`config.mk`:
```
export PLATFORM = sky130hd
export DESIGN_NAME = core_input_dispatch
export DESIGN_NICKNAME = d
export VERILOG_FILES = /design/src/rtl/core_input_dispatch.sv
export SDC_FILE = /design/constraint.sdc
export NUM_CORES = 1
export LEC_CHECK = 0
export ABC_CLOCK_PERIOD_IN_PS = 2100
export CELL_PAD_IN_SITES_DETAIL_PLACEMENT = 1
export CELL_PAD_IN_SITES_GLOBAL_PLACEMENT = 2
export CORE_AREA = 4 4 94 96
export DETAILED_ROUTE_END_ITERATION = 12
export DIE_AREA = 0 0 98 100
export GPL_ROUTABILITY_DRIVEN = 1
export PLACE_DENSITY = 0.75
export SLEW_MARGIN = 20
export SYNTH_ARGS = -nofsm -noshare
export SYNTH_HDL_FRONTEND = slang
export SYNTH_SLANG_ARGS = --single-unit
```
`constraint.sdc`:
```
create_clock -name CORE_CLK -period 2.1 [get_ports CORE_CLK]
set_input_delay 0.315 -clock CORE_CLK [delete_from_list [all_inputs] [get_ports CORE_CLK]]
set_output_delay 0.315 -clock CORE_CLK [all_outputs]
set_load 0.03 [all_outputs]
```
`src/rtl/core_input_dispatch.sv`:
```
// core_input_dispatch
// Accepts packets from a single upstream word stream and broadcasts each word
// to a bank of cores. The target core is chosen round-robin among cores that
// are ready, are not cooling down after their previous packet and have never
// reported an error. Overlength packets lock the block in ERROR until reset.

module core_input_dispatch #(
    parameter int N_CORES   = 4,
    parameter int DIN_WIDTH = 8,
    parameter int MAX_WORDS = 16,
    parameter int HOLDOFF   = 3
) (
    input  logic                 CORE_CLK,
    input  logic                 rst,
    input  logic [DIN_WIDTH-1:0] in_data,
    input  logic [2:0]           in_addr,
    input  logic                 in_last,
    input  logic                 in_valid,
    output logic                 in_ready,
    input  logic [N_CORES-1:0]   crypt_ready,
    input  logic [N_CORES-1:0]   core_idle,
    input  logic [N_CORES-1:0]   err_core,
    output logic [DIN_WIDTH-1:0] din,
    output logic [2:0]           addr_in,
    output logic [N_CORES-1:0]   wr_en,
    output logic                 all_idle,
    output logic                 err_pkt
);

    localparam int PTR_W = (N_CORES > 1) ? $clog2(N_CORES) : 1;
    localparam int CNT_W = $clog2(MAX_WORDS + 1);
    localparam logic [2:0]       HOLD_LOAD = 3'(HOLDOFF);
    localparam logic [CNT_W-1:0] CNT_MAX   = CNT_W'(MAX_WORDS);
    localparam logic [PTR_W-1:0] PTR_LAST  = PTR_W'(N_CORES - 1);

    typedef enum logic [1:0] {
        SELECT = 2'd0,
        SEND   = 2'd1,
        ERROR  = 2'd2
    } state_t;

    state_t                 state_r;
    logic [PTR_W-1:0]       rr_ptr_r;
    logic [PTR_W-1:0]       sel_r;
    logic [2:0]             holdoff_r [N_CORES];
    logic [N_CORES-1:0]     err_mask_r;
    logic [CNT_W-1:0]       word_cnt_r;
    logic [DIN_WIDTH-1:0]   din_r;
    logic [2:0]             addr_r;
    logic [N_CORES-1:0]     wr_en_r;
    logic                   in_ready_r;
    logic                   err_pkt_r;

    logic [N_CORES-1:0]     eligible_s;
    logic                   found_hi_s;
    logic [PTR_W-1:0]       idx_hi_s;
    logic [PTR_W-1:0]       idx_lo_s;
    logic                   pick_found_s;
    logic [PTR_W-1:0]       pick_idx_s;
    logic                   accept_s;
    logic                   overlength_s;
    logic                   last_accept_s;
    logic [PTR_W-1:0]       next_ptr_s;
    logic                   all_idle_s;

    // One-hot write strobe for the selected core.
    function automatic logic [N_CORES-1:0] onehot_f(input logic [PTR_W-1:0] idx);
        logic [N_CORES-1:0] v;
        v = {N_CORES{1'b0}};
        for (int i = 0; i < N_CORES; i++) begin
            v[i] = (idx == PTR_W'(i));
        end
        return v;
    endfunction

    // A core may take a new packet only if ready, not cooling down and not faulted.
    always_comb begin
        eligible_s = {N_CORES{1'b0}};
        for (int i = 0; i < N_CORES; i++) begin
            eligible_s[i] = crypt_ready[i] & (holdoff_r[i] == 3'd0) & ~err_mask_r[i];
        end
    end

    // Round-robin pick: lowest eligible index at/after rr_ptr, else lowest overall.
    always_comb begin
        found_hi_s = 1'b0;
        idx_hi_s   = {PTR_W{1'b0}};
        idx_lo_s   = {PTR_W{1'b0}};
        for (int i = N_CORES - 1; i >= 0; i--) begin
            if (eligible_s[i]) begin
                idx_lo_s = PTR_W'(i);
                if (PTR_W'(i) >= rr_ptr_r) begin
                    found_hi_s = 1'b1;
                    idx_hi_s   = PTR_W'(i);
                end else begin
                    found_hi_s = found_hi_s;
                end
            end else begin
                idx_lo_s = idx_lo_s;
            end
        end
        pick_found_s = |eligible_s;
        if (found_hi_s) begin
            pick_idx_s = idx_hi_s;
        end else begin
            pick_idx_s = idx_lo_s;
        end
    end

    // Handshake decode; in_ready_r is only ever high while in SEND.
    always_comb begin
        accept_s      = in_valid & in_ready_r;
        overlength_s  = accept_s & ~in_last & (word_cnt_r == CNT_MAX);
        last_accept_s = accept_s & in_last;
        if (sel_r == PTR_LAST) begin
            next_ptr_s = {PTR_W{1'b0}};
        end else begin
            next_ptr_s = sel_r + PTR_W'(1);
        end
    end

    // Main dispatch FSM with registered broadcast outputs.
    always_ff @(posedge CORE_CLK or posedge rst) begin
        if (rst) begin
            state_r    <= SELECT;
            rr_ptr_r   <= {PTR_W{1'b0}};
            sel_r      <= {PTR_W{1'b0}};
            word_cnt_r <= {CNT_W{1'b0}};
            din_r      <= {DIN_WIDTH{1'b0}};
            addr_r     <= 3'd0;
            wr_en_r    <= {N_CORES{1'b0}};
            in_ready_r <= 1'b0;
            err_pkt_r  <= 1'b0;
        end else begin
            wr_en_r <= {N_CORES{1'b0}};
            case (state_r)
                SELECT: begin
                    if (in_valid && pick_found_s) begin
                        sel_r      <= pick_idx_s;
                        word_cnt_r <= {CNT_W{1'b0}};
                        in_ready_r <= 1'b1;
                        state_r    <= SEND;
                    end else begin
                        in_ready_r <= 1'b0;
                    end
                end
                SEND: begin
                    if (overlength_s) begin
                        err_pkt_r  <= 1'b1;
                        in_ready_r <= 1'b0;
                        state_r    <= ERROR;
                    end else if (accept_s) begin
                        din_r   <= in_data;
                        addr_r  <= in_addr;
                        wr_en_r <= onehot_f(sel_r);
                        if (in_last) begin
                            word_cnt_r <= {CNT_W{1'b0}};
                            rr_ptr_r   <= next_ptr_s;
                            in_ready_r <= 1'b0;
                            state_r    <= SELECT;
                        end else begin
                            word_cnt_r <= word_cnt_r + CNT_W'(1);
                        end
                    end else begin
                        in_ready_r <= 1'b1;
                    end
                end
                ERROR: begin
                    in_ready_r <= 1'b0;
                end
                default: begin
                    in_ready_r <= 1'b0;
                    state_r    <= SELECT;
                end
            endcase
        end
    end

    // Per-core cool-down: reload on a packet's last word, otherwise count down.
    always_ff @(posedge CORE_CLK or posedge rst) begin
        if (rst) begin
            for (int i = 0; i < N_CORES; i++) begin
                holdoff_r[i] <= 3'd0;
            end
        end else begin
            for (int i = 0; i < N_CORES; i++) begin
                if (last_accept_s && (sel_r == PTR_W'(i))) begin
                    holdoff_r[i] <= HOLD_LOAD;
                end else if (holdoff_r[i] != 3'd0) begin
                    holdoff_r[i] <= holdoff_r[i] - 3'd1;
                end else begin
                    holdoff_r[i] <= 3'd0;
                end
            end
        end
    end

    // Faulted cores are excluded permanently until reset.
    always_ff @(posedge CORE_CLK or posedge rst) begin
        if (rst) begin
            err_mask_r <= {N_CORES{1'b0}};
        end else begin
            err_mask_r <= err_mask_r | err_core;
        end
    end

    // Quiescence indicator: nothing pending upstream or in flight, live cores idle.
    always_comb begin
        all_idle_s = (state_r == SELECT) & ~in_valid & ~(|wr_en_r) & (&(core_idle | err_mask_r));
    end

    assign in_ready = in_ready_r;
    assign din      = din_r;
    assign addr_in  = addr_r;
    assign wr_en    = wr_en_r;
    assign err_pkt  = err_pkt_r;
    assign all_idle = all_idle_s;

endmodule

```
==> impl_metrics.xml <==
<?xml version="1.0" encoding="UTF-8"?>
<metrics>
  <group name="status">
    <metric name="outcome" unit="">complete, no violations</metric>
  </group>
  <group name="sta">
    <metric name="period_minus_slack" unit="ps">1890</metric>
    <metric name="final-max-slew-violation-count" unit="">0</metric>
    <metric name="grt_setup_unrepaired" unit="">no</metric>
    <metric name="slew_headroom" unit="%">77.3</metric>
    <metric name="final.period_utilization" unit="%">89.9</metric>
    <metric name="fmax" unit="MHz">530</metric>
    <metric name="worstMarginPinSlew" unit="ps">339</metric>
    <metric name="clock-skew-final" unit="ps">4.31</metric>
    <metric name="setup_viol" unit="">0</metric>
    <metric name="timing_hold_violations_final" unit="">0</metric>
  </group>
  <group name="placed_design">
    <metric name="place.detailed.hpwl" unit="µm">3580</metric>
    <metric name="numPortBuffers" unit="">44</metric>
    <metric name="globalplace.congestion" unit="">0.738</metric>
  </group>
  <group name="routing">
    <metric name="route.detailed.wl_per_inst" unit="µm">13.7</metric>
    <metric name="detail_route.vias_per_cell" unit="">4.54</metric>
    <metric name="detail_route.iter0.violations" unit="">33</metric>
    <metric name="drtAntennaViolNets" unit="">0</metric>
    <metric name="route.detailed.drc" unit="">0</metric>
    <metric name="drt-pass1-iter-count" unit="">4</metric>
    <metric name="vias" unit="">1539</metric>
    <metric name="routed_wirelength" unit="µm">4660</metric>
  </group>
  <group name="floorplanning">
    <metric name="die-area" unit="mm²">0.00980</metric>
    <metric name="floorplan.initialDensity" unit="%">24.6</metric>
    <metric name="placement_rows" unit="">33</metric>
    <metric name="die_width" unit="µm">98</metric>
    <metric name="num_io_pins" unit="">45</metric>
    <metric name="die-height" unit="µm">100</metric>
    <metric name="core_area" unit="mm²">0.00805</metric>
  </group>
  <group name="clocking">
    <metric name="cts.reportedPaths.clkPinSlew" unit="ps">80</metric>
    <metric name="cts_resized" unit="">0</metric>
    <metric name="postCtsHoldBufs" unit="">0</metric>
    <metric name="cts_htree_levels" unit="">2</metric>
    <metric name="cts-buffers-inserted" unit="">5</metric>
    <metric name="cts_sinks" unit="">44</metric>
    <metric name="cts_tree" unit="">done</metric>
    <metric name="cts.root.buffer_cell" unit="">clkbuf_8</metric>
    <metric name="clock_latency" unit="ps">290</metric>
    <metric name="ctsLongestPathBuffers" unit="">2</metric>
    <metric name="cts_setup_buffers" unit="">0</metric>
  </group>
  <group name="run">
    <metric name="cap_viol_max_count" unit="">0</metric>
  </group>
  <group name="worst_setup_path">
    <metric name="cell_by_cell_listing_of_the_critical_path" unit="">clkdlybuf4s50_1, nor3_1, nand3_1, nor3_1, buf_4</metric>
    <metric name="cp-startpoint" unit="">in_valid</metric>
    <metric name="crit_path_end_kind" unit="">output pin</metric>
    <metric name="worst_path_max_delay_cell" unit="">clkdlybuf4s50_1</metric>
    <metric name="timing.critical_path.required" unit="ps">1780</metric>
    <metric name="cp_data_arrival_time" unit="ps">1570</metric>
    <metric name="setup.worst_path.class" unit="">primary input to output pin</metric>
    <metric name="crit_path_max_fanout" unit="">3</metric>
    <metric name="setup.worst_path.start_class" unit="">primary input</metric>
    <metric name="critical_path.reg2reg.startpoint" unit="">holdoff_r[10]$_DFF_PP0_</metric>
    <metric name="cpMostUsedCell" unit="">nor3_1</metric>
    <metric name="crit_path_max_incr_delay" unit="ps">460</metric>
  </group>
  <group name="power">
    <metric name="max-vdd-ir-drop" unit="mV">0.211</metric>
    <metric name="p_total" unit="mW">1.46</metric>
    <metric name="power.density_cell_area" unit="mW/mm²">543</metric>
    <metric name="p_leak" unit="nW">1.22</metric>
  </group>
  <group name="synth">
    <metric name="synth_edf_count" unit="">0</metric>
    <metric name="synthMuxAreaShare" unit="%">7.84</metric>
    <metric name="synth_top_cell_by_area" unit="">dfrtp_1</metric>
    <metric name="synthArstFlopShare" unit="%">100</metric>
    <metric name="number_of_nets_produced_by_synthesis" unit="">213</metric>
    <metric name="synth_top_cells_by_count" unit="">44 x dfrtp_1, 17 x nand2_1, 16 x nor2_1</metric>
    <metric name="library_cell_with_the_highest_instance_count_after_synthesis" unit="">dfrtp_1</metric>
    <metric name="flop_and_latch_count_out_of_synthesis" unit="">44</metric>
    <metric name="ys_types" unit="">36</metric>
    <metric name="syn-mean-instance-area" unit="µm²">11.0</metric>
    <metric name="ys.flop_type" unit="">dfrtp_1</metric>
    <metric name="synth-warning-count" unit="">0</metric>
    <metric name="post_syn_area" unit="mm²">0.00198</metric>
    <metric name="main_combinational_cell_family_by_area_after_synthesis" unit="">simple AND/OR/NAND/NOR gates</metric>
    <metric name="synth_xor_area_share" unit="%">0</metric>
    <metric name="synth-adder-area-share" unit="%">3.79</metric>
    <metric name="synth_top_area_share" unit="%">55.6</metric>
    <metric name="synth-compound-area-share" unit="%">11.2</metric>
    <metric name="yosys.area_share.simple" unit="%">18.8</metric>
    <metric name="netlist_top_cells_area" unit="">dfrtp_1 56%, mux2_1 6.3%, ha_1 3.8%</metric>
    <metric name="yosysSeqAreaShare" unit="%">55.6</metric>
    <metric name="synthCells" unit="">180</metric>
  </group>
  <group name="finish">
    <metric name="finalNetCount" unit="">267</metric>
    <metric name="area_delta_synth_final" unit="%">35.6</metric>
    <metric name="final_util" unit="%">33.3</metric>
    <metric name="antenna_cells" unit="">0</metric>
    <metric name="final_layout_size_suffix_gt1_share" unit="%">10.7</metric>
  </group>
  <group name="worst_hold_path">
    <metric name="hold_path_class" unit="">primary input to async pin</metric>
  </group>
  <group name="grt">
    <metric name="grt-ovfl-total" unit="">0</metric>
    <metric name="grt_first_pass_wirelength" unit="µm">8200</metric>
    <metric name="first_global_vias" unit="">1701</metric>
    <metric name="grtUsageTotal" unit="%">10.5</metric>
    <metric name="grt_antenna_before_repair" unit="">0</metric>
    <metric name="grt_max_degree" unit="">45</metric>
  </group>
</metrics>
## layer usage
layer / vias to the layer above / wire length, µm / GRT usage (%)
met5: - / 0 / 0
met3: 6 / 179 / 2.36
met4: 0 / 80 / 3.83
met2: 27 / 2290 / 17.6
met1: 766 / 2110 / 13.1
li1: 740 / - / -
## through the flow
stage / cells / instance area (µm²) / setup slack (ps) / setup TNS, ps / hold slack, ps
floorplan: 180 / 1980 / 305 / 0 / 424
global route: 339 / 2680 / 60.6 / 0 / 390
finish: 339 / 2680 / 212 / 0 / 362
detailed placement: 332 / 2610 / -74.6 / -188 / 465
CTS: 339 / 2680 / 190 / 0 / 366
global placement: 332 / 2610 / -51.2 / -92.1 / 461
## layout by cell type, fill, tap and decap left out, types with 3 or more instances in the layout
cell,n
and3_1,3
mux2_1,11
ha_1,6
clkbuf_8,5
o21ai_0,8
nor2_1,16
dfrtp_1,44
and3b_1,4
nand2_1,17
o21ai_1,3
nand3_1,9
nor3_1,7
inv_1,11
clkdlybuf4s50_1,43
and2_1,4
or2_2,4
buf_4,4
a21oi_1,3
a41oi_1,3
o22ai_1,3
## logic make-up after synthesis
kind of cell | after synthesis
AND/OR/NAND/NOR | 71
AO/OA/AOI/OAI | 31
buffers and inverters | 14
multiplexers | 14
flip-flops | 44
adder cells (fa/ha/maj) | 6
## critical path: cells and delay by family
| family | cells | cell delay, ps |
|---|---|---|
| buffers and inverters | 2 | 650 |
| AND/OR/NAND/NOR | 3 | 610 |
## cell type report
class | instances | area (µm²)
inverter | 12 | 45.0
clock inverter | 1 | 5.00
sequential | 44 | 1100
timing repair buffer | 49 | 500
multi-input combinational | 122 | 828
clock buffer | 6 | 72.6
fill | 912 | 5370
tap | 105 | 131
## power by group
group | total (mW) | internal, mW | switching, mW
clock network | 0.504 | 0.227 | 0.278
logic | 0.0991 | 0.0575 | 0.0416
registers | 0.854 | 0.850 | 0.00401
## worst paths after layout
path	to	slack (ps)	cells past startpoint
max in group asynchronous	err_pkt$_DFFE_PP0P_	1530	3
worst min register to register	err_pkt$_DFFE_PP0P_	480	1
worst max-delay path	all_idle	210	5
worst min-delay path	din[4]$_DFFE_PP0P_	360	3
min in group CORE_CLK	err_pkt$_DFFE_PP0P_	480	1
worst max register to register	word_cnt_r[1]$_DFFE_PP0P_	230	5
## registers in the layout, summed over array words and instances, names as in the netlist
register	cells
rr_ptr_r	2
wr_en	4
state_r	2
in_ready	1
err_pkt	1
err_mask_r	4
word_cnt_r	5
sel_r	2
holdoff_r	12
din	8
addr_in	3
No activity file was read; power rests on OpenSTA's default activity.
